**config.mk**
```make
export PLATFORM = sky130hd
export DESIGN_NAME = muldiv_unit_flat
export DESIGN_NICKNAME = d
export VERILOG_FILES = /design/src/rtl/muldiv_pkg.sv /design/src/rtl/muldiv_unit_if.sv /design/src/rtl/muldiv_unit_iter_divider.sv /design/src/rtl/muldiv_unit.sv /design/src/flat_wrapper.sv
export SDC_FILE = /design/constraint.sdc
export NUM_CORES = 1
export LEC_CHECK = 0
export CORE_ASPECT_RATIO = 1.75
export CORE_MARGIN = 8
export CORE_UTILIZATION = 42
export CTS_BUF_LIST = sky130_fd_sc_hd__clkbuf_4 sky130_fd_sc_hd__clkbuf_8
export CTS_CLUSTER_SIZE = 30
export DETAILED_ROUTE_END_ITERATION = 10
export SYNTH_ARGS = -nofsm -noshare
export SYNTH_HDL_FRONTEND = slang
export SYNTH_SLANG_ARGS = --single-unit
```
**constraint.sdc**
```tcl
create_clock -name i_clk -period 7 [get_ports i_clk]
set_clock_uncertainty 0.1 [all_clocks]
set_input_delay 1.4 -clock i_clk [delete_from_list [all_inputs] [get_ports i_clk]]
set_output_delay 1.4 -clock i_clk [all_outputs]
set_load 0.01 [all_outputs]
```
**src/rtl/muldiv_pkg.sv**
```systemverilog
// Shared types and helpers for the RISC-V M-extension multiply/divide unit.
package muldiv_pkg;

  localparam int DEFAULT_XLEN = 32;

  typedef enum logic [2:0] {
    OP_MUL    = 3'b000,
    OP_MULH   = 3'b001,
    OP_MULHSU = 3'b010,
    OP_MULHU  = 3'b011,
    OP_DIV    = 3'b100,
    OP_DIVU   = 3'b101,
    OP_REM    = 3'b110,
    OP_REMU   = 3'b111
  } op_e;

  typedef enum logic [1:0] {
    ST_IDLE = 2'd0,
    ST_CALC = 2'd1,
    ST_DONE = 2'd2
  } state_e;

  function automatic logic op_is_mul(input op_e op);
    return !op[2];
  endfunction

  function automatic logic rs1_signed(input op_e op);
    return op inside {OP_MULH, OP_MULHSU, OP_DIV, OP_REM};
  endfunction

  function automatic logic rs2_signed(input op_e op);
    return op inside {OP_MULH, OP_DIV, OP_REM};
  endfunction

endpackage

```
**src/rtl/muldiv_unit_if.sv**
```systemverilog
// Request/result bundle of the multiply/divide unit; the unit sits on the slave side.
interface muldiv_unit_if
  import muldiv_pkg::*;
#(
  parameter int XLEN = DEFAULT_XLEN
);
  logic            i_valid;
  logic            o_ready;
  logic [2:0]      i_op;
  logic [XLEN-1:0] i_rs1;
  logic [XLEN-1:0] i_rs2;
  logic [4:0]      i_rd_addr;
  logic            i_flush;
  logic            o_valid;
  logic [XLEN-1:0] o_result;
  logic [4:0]      o_rd_addr;
  logic            o_busy;

  modport master (
    output i_valid, i_op, i_rs1, i_rs2, i_rd_addr, i_flush,
    input  o_ready, o_valid, o_result, o_rd_addr, o_busy
  );

  modport slave (
    input  i_valid, i_op, i_rs1, i_rs2, i_rd_addr, i_flush,
    output o_ready, o_valid, o_result, o_rd_addr, o_busy
  );
endinterface

```
**src/rtl/muldiv_unit_iter_divider.sv**
```systemverilog
// Restoring unsigned divider, one quotient bit per step; exposes the post-step
// values so the caller can capture the final result on the last step edge.
module iter_divider
  import muldiv_pkg::*;
#(
  parameter int XLEN = DEFAULT_XLEN
) (
  input  logic            i_clk,
  input  logic            i_reset,
  input  logic            i_load,
  input  logic            i_step,
  input  logic [XLEN-1:0] i_dividend,
  input  logic [XLEN-1:0] i_divisor,
  output logic [XLEN-1:0] o_quot_next,
  output logic [XLEN-1:0] o_rem_next
);
  logic [XLEN-1:0] r_quot;
  logic [XLEN-1:0] r_rem;
  logic [XLEN-1:0] r_divisor;
  logic [XLEN:0]   w_shift;
  logic [XLEN:0]   w_diff;

  // r_quot starts as the dividend and fills with quotient bits from the right.
  assign w_shift = {r_rem, r_quot[XLEN-1]};
  assign w_diff  = w_shift - {1'b0, r_divisor};

  always_comb begin
    if (!w_diff[XLEN]) begin
      o_rem_next  = w_diff[XLEN-1:0];
      o_quot_next = {r_quot[XLEN-2:0], 1'b1};
    end else begin
      o_rem_next  = w_shift[XLEN-1:0];
      o_quot_next = {r_quot[XLEN-2:0], 1'b0};
    end
  end

  always_ff @(posedge i_clk or negedge i_reset) begin
    if (!i_reset) begin
      r_quot    <= '0;
      r_rem     <= '0;
      r_divisor <= '0;
    end else if (i_load) begin
      r_quot    <= i_dividend;
      r_rem     <= '0;
      r_divisor <= i_divisor;
    end else if (i_step) begin
      r_quot    <= o_quot_next;
      r_rem     <= o_rem_next;
    end
  end
endmodule

```
**src/rtl/muldiv_unit.sv**
```systemverilog
// RISC-V M-extension multiply/divide unit: iterative shift-add multiply (or
// single-cycle when FAST_MUL=1), restoring divide, single-cycle special cases.
module muldiv_unit
  import muldiv_pkg::*;
#(
  parameter int XLEN     = DEFAULT_XLEN,
  parameter int FAST_MUL = 0
) (
  input  logic         i_clk,
  input  logic         i_reset,
  muldiv_unit_if.slave bus
);
  localparam int CW = $clog2(XLEN + 1);

  state_e            r_state, w_state_next;
  op_e               w_op, r_op;
  logic [CW-1:0]     r_cnt;
  logic [4:0]        r_tag, r_rd_addr;
  logic [XLEN-1:0]   r_result, r_mcand;
  logic [2*XLEN-1:0] r_prod;
  logic              r_neg_q, r_neg_r;

  logic              w_accept, w_fast, w_div_zero, w_overflow, w_last, w_step;
  logic              w_sign1, w_sign2;
  logic [XLEN-1:0]   w_abs1, w_abs2, w_fast_result, w_final, w_quot_next, w_rem_next;
  logic [2*XLEN-1:0] w_fast_prod, w_prod_next, w_prod_signed;
  logic [XLEN:0]     w_add;

  assign w_op       = op_e'(bus.i_op);
  assign w_accept   = bus.i_valid && (r_state == ST_IDLE) && !bus.i_flush;
  assign w_step     = (r_state == ST_CALC) && !bus.i_flush;
  assign w_last     = (r_cnt == CW'(1));
  assign w_sign1    = rs1_signed(w_op) && bus.i_rs1[XLEN-1];
  assign w_sign2    = rs2_signed(w_op) && bus.i_rs2[XLEN-1];
  assign w_abs1     = w_sign1 ? -bus.i_rs1 : bus.i_rs1;
  assign w_abs2     = w_sign2 ? -bus.i_rs2 : bus.i_rs2;
  assign w_div_zero = (bus.i_rs2 == '0);
  assign w_overflow = (w_op == OP_DIV || w_op == OP_REM) &&
                      (bus.i_rs1 == {1'b1, {(XLEN-1){1'b0}}}) && (bus.i_rs2 == '1);
  assign w_fast     = op_is_mul(w_op) ? (FAST_MUL != 0) : (w_div_zero || w_overflow);

  // Extending each operand to 2*XLEN with its own signedness makes one multiplier
  // cover all four multiply flavours.
  if (FAST_MUL != 0) begin : g_fast_mul
    assign w_fast_prod = {{XLEN{w_sign1}}, bus.i_rs1} * {{XLEN{w_sign2}}, bus.i_rs2};
  end else begin : g_no_fast_mul
    assign w_fast_prod = '0;
  end

  always_comb begin
    w_fast_result = '0;
    case (w_op)
      OP_MUL:                       w_fast_result = w_fast_prod[XLEN-1:0];
      OP_MULH, OP_MULHSU, OP_MULHU: w_fast_result = w_fast_prod[2*XLEN-1:XLEN];
      OP_DIV, OP_DIVU:              w_fast_result = w_div_zero ? '1 : bus.i_rs1;
      default:                      w_fast_result = w_div_zero ? bus.i_rs1 : '0;
    endcase
  end

  // Shift-add on magnitudes: multiplier sits in the low half and drains out right.
  assign w_add         = {1'b0, r_prod[2*XLEN-1:XLEN]} + (r_prod[0] ? {1'b0, r_mcand} : '0);
  assign w_prod_next   = {w_add, r_prod[XLEN-1:1]};
  assign w_prod_signed = r_neg_q ? -w_prod_next : w_prod_next;

  iter_divider #(.XLEN(XLEN)) u_div (
    .i_clk       (i_clk),
    .i_reset     (i_reset),
    .i_load      (w_accept && !op_is_mul(w_op)),
    .i_step      (w_step && !op_is_mul(r_op)),
    .i_dividend  (w_abs1),
    .i_divisor   (w_abs2),
    .o_quot_next (w_quot_next),
    .o_rem_next  (w_rem_next)
  );

  always_comb begin
    w_final = '0;
    case (r_op)
      OP_MUL:                       w_final = w_prod_signed[XLEN-1:0];
      OP_MULH, OP_MULHSU, OP_MULHU: w_final = w_prod_signed[2*XLEN-1:XLEN];
      OP_DIV, OP_DIVU:              w_final = r_neg_q ? -w_quot_next : w_quot_next;
      default:                      w_final = r_neg_r ? -w_rem_next : w_rem_next;
    endcase
  end

  always_ff @(posedge i_clk or negedge i_reset) begin
    if (!i_reset) r_state <= ST_IDLE;
    else          r_state <= w_state_next;
  end

  always_comb begin
    w_state_next = r_state;
    if (bus.i_flush) begin
      w_state_next = ST_IDLE;
    end else begin
      case (r_state)
        ST_IDLE: if (w_accept) w_state_next = w_fast ? ST_DONE : ST_CALC;
        ST_CALC: if (w_last)   w_state_next = ST_DONE;
        ST_DONE:               w_state_next = ST_IDLE;
        default:               w_state_next = ST_IDLE;
      endcase
    end
  end

  always_ff @(posedge i_clk or negedge i_reset) begin
    if (!i_reset) begin
      r_op      <= OP_MUL;
      r_tag     <= '0;
      r_cnt     <= '0;
      r_neg_q   <= 1'b0;
      r_neg_r   <= 1'b0;
      r_mcand   <= '0;
      r_prod    <= '0;
      r_result  <= '0;
      r_rd_addr <= '0;
    end else if (w_accept) begin
      r_op    <= w_op;
      r_tag   <= bus.i_rd_addr;
      r_cnt   <= w_fast ? '0 : CW'(XLEN);
      r_neg_q <= w_sign1 ^ w_sign2;
      r_neg_r <= w_sign1;
      r_mcand <= w_abs1;
      r_prod  <= {{XLEN{1'b0}}, w_abs2};
      if (w_fast) begin
        r_result  <= w_fast_result;
        r_rd_addr <= bus.i_rd_addr;
      end
    end else if (w_step) begin
      r_cnt <= r_cnt - CW'(1);
      if (op_is_mul(r_op)) r_prod <= w_prod_next;
      if (w_last) begin
        r_result  <= w_final;
        r_rd_addr <= r_tag;
      end
    end
  end

  assign bus.o_ready   = (r_state == ST_IDLE);
  assign bus.o_busy    = (r_state == ST_CALC) || (r_state == ST_DONE);
  assign bus.o_valid   = (r_state == ST_DONE) && !bus.i_flush;
  assign bus.o_result  = r_result;
  assign bus.o_rd_addr = r_rd_addr;
endmodule

```
**src/flat_wrapper.sv**
```systemverilog
// flat-port wrapper written by rule: the top's interface ports become plain ports
module muldiv_unit_flat import muldiv_pkg::*;
#(
  parameter int XLEN     = DEFAULT_XLEN,
  parameter int FAST_MUL = 0
)
  (i_clk, i_reset, bus_i_valid, bus_i_op, bus_i_rs1, bus_i_rs2, bus_i_rd_addr, bus_i_flush, bus_o_ready, bus_o_valid, bus_o_result, bus_o_rd_addr, bus_o_busy);
  muldiv_unit_if #(.XLEN(XLEN)) bus_i ();
  input  logic i_clk;
  input  logic i_reset;
  input wire logic [$bits(bus_i.i_valid)-1:0] bus_i_valid;
  input wire logic [$bits(bus_i.i_op)-1:0] bus_i_op;
  input wire logic [$bits(bus_i.i_rs1)-1:0] bus_i_rs1;
  input wire logic [$bits(bus_i.i_rs2)-1:0] bus_i_rs2;
  input wire logic [$bits(bus_i.i_rd_addr)-1:0] bus_i_rd_addr;
  input wire logic [$bits(bus_i.i_flush)-1:0] bus_i_flush;
  output wire logic [$bits(bus_i.o_ready)-1:0] bus_o_ready;
  output wire logic [$bits(bus_i.o_valid)-1:0] bus_o_valid;
  output wire logic [$bits(bus_i.o_result)-1:0] bus_o_result;
  output wire logic [$bits(bus_i.o_rd_addr)-1:0] bus_o_rd_addr;
  output wire logic [$bits(bus_i.o_busy)-1:0] bus_o_busy;
  assign bus_i.i_valid = bus_i_valid;
  assign bus_i.i_op = bus_i_op;
  assign bus_i.i_rs1 = bus_i_rs1;
  assign bus_i.i_rs2 = bus_i_rs2;
  assign bus_i.i_rd_addr = bus_i_rd_addr;
  assign bus_i.i_flush = bus_i_flush;
  assign bus_o_ready = bus_i.o_ready;
  assign bus_o_valid = bus_i.o_valid;
  assign bus_o_result = bus_i.o_result;
  assign bus_o_rd_addr = bus_i.o_rd_addr;
  assign bus_o_busy = bus_i.o_busy;
  muldiv_unit #(.XLEN(XLEN), .FAST_MUL(FAST_MUL)) u_core (.i_clk(i_clk), .i_reset(i_reset), .bus(bus_i));
endmodule
```
==> reports/results.md, run 1 <==
| Item | This run | Unit |
|:---|:---|:---|
| Largest family of logic cells by synthesized area | compound AO/OA/AOI/OAI gates | - |
| Power density normalized to cell area | 524 | nW/µm² |
| Avg Cell Area, Syn | 8.03 | µm² |
| Period minus WS final | 5.86 | ns |
| Critical register-to-register path startpoint | u_core.u_div.r_quot[31] | - |
| Detailed-route wire length | 83600 | µm |
| Simple-gate area share of the yosys netlist | 0.198 | - |
| Post-route total power | 0.0118 | W |
| Detailed-route DRC error count | 0 | - |
| Setup crit start kind | register | - |
| Area share of the leading cell type in the synthesized netlist | 0.308 | - |
| Total vias in the final route | 20153 | - |
| DP Wirelength | 64700 | µm |
| Fraction of the mapped netlist area in adder cells | 0.0513 | - |
| H-tree levels | 2 | - |
| Clock buffer count from CTS | 41 | - |
| Register clock-pin slew on the reported worst setup and hold paths | 0.06 | ns |
| Period utilisation layout | 0.837 | - |
| Post-synth EDFFs | 0 | - |
| Post-detailed-route wirelength per cell | 26.4 | µm |
| Total congestion overflow after global routing | 0 | - |
| Utilization after layout | 0.476 | - |
| I/O pins | 116 | - |
| Fill cell instance count of the final layout | 4784 | - |
| Data required time at the worst endpoint | 7.38 | ns |
| Hold Crit Start | u_core.r_tag[2] | - |
| Detail Route Antenna Nets | 0 | - |
| Run status | finished clean | - |
| Resize count post-CTS | 0 | - |
| Cell taking the most area after synthesis | dfrtp_1 | - |
| Critical path class | reg -> reg | - |
| Number of violations reported at the end of detailed-routing iteration 0 | 1633 | - |
| Maximum fanout along the worst path | 7 | - |
| Per-cell via count in the routed design | 6.37 | - |
| Arrival time at the worst endpoint | 6.24 | ns |
| Maximum number of pins on one net before global-route repair | 96 | - |
| Hold Path Cell Cnt | 2 | - |
| Number of instances in the synthesized netlist | 2499 | - |
| Proportion of layout cells with a drive suffix above 1 | 0.0701 | - |
| Number of hold violations in the final report | 0 | - |
| Final #Nets | 2695 | - |
| Via count of the first global-routing pass | 20375 | - |
| Final max-slew violation count | 0 | - |
| Fraction of synthesis flops using an asynchronous set or reset pin | 1.00 | - |
| Clk sink count | 247 | - |
| Kind of end point of the critical path | register | - |
| Final count of negative-setup-slack endpoints | 0 | - |
| Clock root buffer | clkbuf_8 | - |
| Highest clock rate | 171 | MHz |
| Fraction of the mapped netlist area in compound gates | 0.277 | - |
| Critical Path Max Stage Delay | 0.59 | ns |
| Min-Delay Endpoint | u_core.r_tag[2] | - |
| Post-route standard cell area excluding fillers | 22600 | µm² |
| Clock tree from TritonCTS | built | - |
| Leakage power summed over all cells | 9.23 | nW |
| Placeable core region | 47500 | µm² |
| Cell area after placement | 21700 | µm² |
| Final total negative setup slack | 0 | ns |
| Register-to-Register Path Depth | 19 | - |
| Setup repair after global routing missed its margin | false | - |
| Sequential element share of the synthesized area | 0.308 | - |
| Primary FF master, synth | dfrtp_1 | - |
| FF-to-FF End | u_core.bus.o_result[24] | - |
| Worst slew margin relative to its limit | 0.193 | - |
| Final worst setup slack | 1.14 | ns |
| P&R area growth vs syn | 12.7 | % |
| GP Congestion | 0.985 | - |
| Count of unique library cells instantiated by Yosys | 91 | - |
| First-pass iteration count of the detailed router | 6 | - |
| Die Width | 181 | µm |
| Minimum setup slack among reg-to-reg paths | 1.14 | ns |
| FF+latch count, synth | 247 | - |
| CP startpoint | u_core.u_div.r_quot[31] | - |
| Die extent in y | 305 | µm |
| Antenna violations before repair | 1 | - |
| Post-synthesis share of cell area spent on xor and xnor gates | 0.0917 | - |
| Postcts setup bufs | 0 | - |
| Initial Util | 0.423 | - |
| Proportion of synthesized area in mux cells | 0.0307 | - |
| Global-route wire length before repair | 125000 | µm |
| Slew of the pin with the lowest slew margin | 1.21 | ns |
| Slowest-stage cell, CP | or4b_4 | - |
| GRT Util Overall | 0.294 | - |
| Synth warn | 0 | - |
| Number of rows in the core area | 106 | - |
| Path class of the lowest-slack min-delay path | reg -> reg | - |
| Net count of the mapped netlist | 2652 | - |
| Ordered list of cells on the worst path | inv_1 > ha_1 > inv_1 > fa_1 > a211oi_2 > o21ai_2 > o2111ai_1 > buf_4 > a21o_1 > o211a_2 > mux2i_1 > ha_1 > nand2_1 > or4b_4 > o41a_4 > o41ai_2 > xor2_1 > a221oi_1 > o21ai_1 | - |
| Hold-fix buffer count after cts | 0 | - |
| Number of buffers on the longest clock path | 3 | - |
| Total die area | 55300 | µm² |
| Buffers on Ports | 115 | - |
| Maximum Capacitance Violations | 0 | - |
| Dominant cells by area after synthesis | dfrtp_1 31%, o21ai_0 6.4%, nand2_1 5.8% | - |
| Worst slack at placement | 1.01 | ns |
| Post-Synthesis Cell Area | 20100 | µm² |
| Clk_lat worst skew | 0.61 | ns |
| Worst IR drop on VDD | 0.242 | mV |
-- worst max-delay path by stage --
stage                                    endpoint  slack, ns  depth (start not counted)
after detailed placement  u_core.bus.o_result[30]       1.01                         12
final                     u_core.bus.o_result[24]       1.14                         19
after CTS                 u_core.bus.o_result[24]       1.21                         19
after floorplan           u_core.bus.o_result[22]       1.60                         21
after global routing      u_core.bus.o_result[24]       0.97                         19
after global placement    u_core.bus.o_result[30]       1.19                         12
-- flip-flops by register name, indices dropped and copies added (netlist names), 6 cells and up --
register	cells
u_core.u_div.r_quot	32
u_core.u_div.r_divisor	32
u_core.bus.o_result	32
u_core.u_div.r_rem	32
u_core.r_mcand	32
u_core.r_cnt	6
u_core.r_prod	64
-- routing by layer --
| metal | track usage | share of wire | wire, µm | vias up |
|---|---|---|---|---|
| met4 | 0.230 | 0.087 | 7310 | 0 |
| met1 | 0.301 | 0.35 | 29300 | 9725 |
| met2 | 0.534 | 0.51 | 42800 | 840 |
| met5 | 0 | 0 | 0 | - |
| li1 | - | - | - | 9283 |
| met3 | 0.0399 | 0.051 | 4230 | 305 |
-- worst max-delay path, delay by kind of cell (launching register included) --
kind	cells	cell delay [ns]
AO/OA/AOI/OAI	9	2.74
XOR/XNOR	1	0.16
adder cells (fa/ha/maj)	3	0.90
buffers and inverters	3	0.38
flip-flops	1	0.38
multiplexers	1	0.34
AND/OR/NAND/NOR	2	0.71
-- cells in the mapped netlist, drive strengths merged (18+ instances only) --
master / count
xor2: 110
nand4: 26
nor4: 29
o21ai: 263
o211ai: 20
inv: 74
nand2: 310
a21oi: 144
o221ai: 18
buf: 21
a211oi: 63
a221oi: 26
and2: 55
a21o: 28
mux2i: 29
nor2: 183
a31oi: 28
nor3: 65
o21a: 20
ha: 75
or4: 21
a22o: 25
o41ai: 30
clkbuf: 135
mux2: 29
o31ai: 43
and3: 31
a22oi: 33
dfrtp: 247
xnor2: 100
nand3: 30
-- cell usage in the layout (no fill, tap or decap), drive strengths merged, types with 63 or more instances in the layout --
cell	synthesis	routed
clkdlybuf4s50	0	114
dfrtp	247	247
nor3	65	65
xnor2	100	100
xor2	110	110
a211oi	63	63
nor2	183	183
inv	74	74
o21ai	263	263
a21oi	144	144
nand2	310	310
ha	75	75
-- cells by family after synthesis --
family | count (synthesis)
AND/OR/NAND/NOR | 832
adder cells (fa/ha/maj) | 82
XOR/XNOR | 210
AO/OA/AOI/OAI | 840
buffers and inverters | 230
multiplexers | 58
flip-flops | 247
-- through the flow --
stage | cells | hold WS [ns]
after floorplan | 2499 | 0.336
after global placement | 3093 | 0.352
after detailed placement | 3093 | 0.358
after CTS | 3162 | 0.375
after global routing | 3163 | 0.398
final | 3163 | 0.368
-- cell type report --
| cell class | instances | area (µm²) | area share |
|---|---|---|---|
| multi-input cells | 2022 | 13100 | 0.577 |
| clock buffers | 62 | 797 | 0.0353 |
| flip-flops and latches | 247 | 6180 | 0.273 |
| clock inverters | 7 | 62.6 | 0.00277 |
| well taps | 594 | 743 | 0.0329 |
| repair buffers | 156 | 1490 | 0.0659 |
| diodes | 1 | 2.50 | 0.000111 |
| inverters | 74 | 278 | 0.0123 |
-- report_power, final --
group	leakage [nW]	internal (W)	switching, W
clock network	0.456	0.000760	0.000663
logic	5.63	0.00279	0.00496
registers	3.14	0.00198	0.000698
total	9.23	0.00553	0.00632
No activity file was read; power rests on OpenSTA's default activity.
==> run 2: changes to the inputs <==
==> constraint.sdc (replaced) <==
create_clock -name i_clk -period 4.95 [get_ports i_clk]
set_clock_uncertainty 0.1 [all_clocks]
set_input_delay 0.99 -clock i_clk [delete_from_list [all_inputs] [get_ports i_clk]]
set_output_delay 0.99 -clock i_clk [all_outputs]
set_load 0.01 [all_outputs]
==> run 2 against run 1 <==
Compared with the run above: via count rose by 1.4%; critical path depth decreased by 4; non-clock buffer count grew 125; clock power up 43%; clock-buffer cell count down 4; die area unchanged; global-route usage decreased by 0.46 points; sequential power is 39% higher; cell count grew 3.9%; critical path type unchanged.
==> reports/results.md, run 2 (same netlist as run 1, synthesis figures left out) <==
| Item | This run | Unit | Delta |
|:---|:---|:---|:---|
| Number of hold violations in the final report | 0 | - | unchanged |
| Period utilisation layout | 0.982 | - | +0.144 |
| Proportion of layout cells with a drive suffix above 1 | 0.116 | - | +0.0462 |
| Crit path capture | u_core.bus.o_result[24] | - |  |
| Clk_lat worst skew | 0.59 | ns | -0.02 ns |
| Final max-slew violation count | 0 | - | unchanged |
| Total vias in the final route | 20445 | - | +1.4% |
| Family of cells with the greatest summed delay on the critical path | compound AO/OA/AOI/OAI gates | - |  |
| Number of buffers on the longest clock path | 3 | - | unchanged |
| Kind of end point of the critical path | register | - |  |
| Top library cells by usage in the layout, fill and taps aside | 308 x nand2_1, 253 x o21ai_0, 246 x dfrtp_1 | - |  |
| Initial Util | 0.423 | - | unchanged |
| Most common cell after layout, fill and taps aside | nand2_1 | - |  |
| Critical register-to-register path startpoint | u_core.u_div.r_rem[24] | - |  |
| Buffers on Ports | 115 | - | unchanged |
| Data required time at the worst endpoint | 5.31 | ns | -2.07 ns |
| Post-route total power | 0.0178 | W | +50% |
| Minimum setup slack among reg-to-reg paths | 0.09 | ns | -1.05 ns |
| Clk sink count | 247 | - | unchanged |
| Maximum Capacitance Violations | 0 | - | unchanged |
| Final #Nets | 2819 | - | +4.6% |
| Fill cell instance count of the final layout | 4658 | - | -2.6% |
| Worst slew margin relative to its limit | 0.245 | - | +0.0524 |
| Ordered list of cells on the worst path | ha_1 > a21oi_1 > o21bai_1 > a221o_1 > o21ai_1 > o211a_2 > mux2i_2 > ha_2 > nand2_1 > or4b_4 > o41a_4 > o41ai_2 > xor2_1 > a221oi_1 > o21ai_1 | - |  |
| Worst IR drop on VDD | 0.450 | mV | +86% |
| Die Width | 181 | µm | unchanged |
| Detail Route Antenna Nets | 0 | - | unchanged |
| Clock root buffer | clkbuf_8 | - |  |
| Most Frequent Cell on Critical Path | o21ai_1 | - |  |
| GP Congestion | 1.00 | - | +1.8% |
| Final total negative setup slack | 0 | ns | unchanged |
| Detail Route met2 WL | 43100 | µm | +0.77% |
| Clock tree from TritonCTS | built | - |  |
| H-tree levels | 2 | - | unchanged |
| Met3 WL | 3400 | µm | -20% |
| Max Used Layer | met4 | - |  |
| Path class of the lowest-slack min-delay path | in -> async | - |  |
| Via count of the first global-routing pass | 20649 | - | +1.3% |
| Detailed-route wire length | 82400 | µm | -1.5% |
| Post-route standard cell area excluding fillers | 23600 | µm² | +4.4% |
| First-pass iteration count of the detailed router | 7 | - | +1 |
| DP Wirelength | 65900 | µm | +2.0% |
| Slowest-stage cell, CP | or4b_4 | - |  |
| Antenna violations before repair | 1 | - | unchanged |
| Global-route wire length before repair | 124000 | µm | -0.78% |
| Power density normalized to cell area | 752 | nW/µm² | +43% |
| Per-cell via count in the routed design | 6.22 | - | -2.3% |
| Metal-1 WL | 29400 | µm | +0.15% |
| Placeable core region | 47500 | µm² | unchanged |
| Register clock-pin slew on the reported worst setup and hold paths | 0.07 | ns | about the same |
| Highest clock rate | 206 | MHz | +21% |
| Final count of negative-setup-slack endpoints | 0 | - | unchanged |
| Post-detailed-route wirelength per cell | 25.1 | µm | -5.1% |
| Detailed-route DRC error count | 0 | - | unchanged |
| Maximum fanout along the worst path | 6 | - | -1 |
| Flip-flop count of the largest register, all copies and words added | 64 | - | unchanged |
| Period minus WS final | 4.86 | ns | -1.00 ns |
| Cell area after placement | 22700 | µm² | +4.4% |
| Slew of the pin with the lowest slew margin | 1.10 | ns | -0.107 ns |
| I/O pins | 116 | - | unchanged |
| Critical path buffer and inverter count | 0 | - | -3 |
| Postcts setup bufs | 0 | - | unchanged |
| Maximum number of pins on one net before global-route repair | 102 | - | +6.3% |
| Count of placed standard cells in the final layout, fillers left out | 3286 | - | +3.9% |
| Placed cells | 3218 | - | +4.0% |
| Critical path class | reg -> reg | - |  |
| Total die area | 55300 | µm² | unchanged |
| Leakage power summed over all cells | 9.83 | nW | +6.4% |
| P&R area growth vs syn | 17.7 | % |  |
| FF-to-FF End | u_core.bus.o_result[24] | - |  |
| Run status | finished clean | - |  |
| Number of rows in the core area | 106 | - | unchanged |
| CP startpoint | u_core.u_div.r_rem[24] | - |  |
| Die extent in y | 305 | µm | unchanged |
| GRT Util Overall | 0.290 | - | -0.00460 |
| Arrival time at the worst endpoint | 5.22 | ns | -1.02 ns |
| Register-to-Register Path Depth | 15 | - | -4 |
| Path length in cells of the critical path | 15 | - | -4 |
| Total congestion overflow after global routing | 0 | - | unchanged |
| Critical Path Max Stage Delay | 0.61 | ns | +0.02 ns |
| Register containing the most flip-flops in the final layout | u_core.r_prod | - |  |
| Clock buffer count from CTS | 40 | - | -2.4% |
| Number of violations reported at the end of detailed-routing iteration 0 | 1556 | - | -4.7% |
| Setup crit start kind | register | - |  |
## run 2: area by class of cell
class	count	area (µm²)	share of cell area
well taps	594	743	0.0315
inverters	74	278	0.0118
diodes	1	2.50	0.000106
multi-input cells	2022	13100	0.555
clock buffers	58	742	0.0314
flip-flops and latches	247	6180	0.262
repair buffers	281	2440	0.103
clock inverters	9	130	0.00551
## run 2: per-layer routing
layer	track usage	vias up
met5	0	-
met4	0.210	0
met2	0.537	750
met1	0.301	9913
li1	-	9536
met3	0.0257	246
## run 2: power breakdown
group	leakage, nW	total [W]	switching (W)	internal [W]
registers	3.14	0.00373	0.000929	0.00280
logic	6.24	0.0120	0.00731	0.00468
clock network	0.445	0.00203	0.000912	0.00112
## run 2: repair_timing
| item | 4_1_cts | 5_1_grt |
|---|---|---|
| pin swaps | 0 | 1 |
| endpoints found under the setup margin | 3 | 10 |
| hold buffers | 0 | 0 |
| gates resized for setup | 1 | 7 |
| hold endpoints to repair | 0 | 0 |
## run 2: worst register-to-register path, cell delays in order (launching register included)
cell and delay (ns):
dfrtp_1 0.42, ha_1 0.35, a21oi_1 0.24, o21bai_1 0.09
a221o_1 0.40, o21ai_1 0.35, o211a_2 0.36, mux2i_2 0.27
ha_2 0.22, nand2_1 0.07, or4b_4 0.61, o41a_4 0.42
o41ai_2 0.32, xor2_1 0.11, a221oi_1 0.30, o21ai_1 0.10
## run 2: stage by stage
stage	setup slack (ns)	utilization	hold WS (ns)
6_report	0.0911	0.497	0.274
5_1_grt	-0.00848	0.497	0.391
4_1_cts	0.0501	0.497	0.354
3_5_place_dp	-0.110	0.478	0.356
3_3_place_gp	-0.000326	0.478	0.352
2_1_floorplan	-0.0229	-	0.336
## run 2: worst min-delay path by stage
stage               cells after the start           endpoint             from  slack (ns)
floorplan                               2    u_core.r_tag[0]  u_core.r_tag[0]        0.34
global placement                        2    u_core.r_tag[3]  u_core.r_tag[3]        0.35
detailed placement                      2    u_core.r_tag[3]  u_core.r_tag[3]        0.36
CTS                                     1  u_core.r_prod[57]          i_reset        0.35
global route                            1  u_core.r_prod[60]          i_reset        0.39
finish                                  1  u_core.r_prod[57]          i_reset        0.27
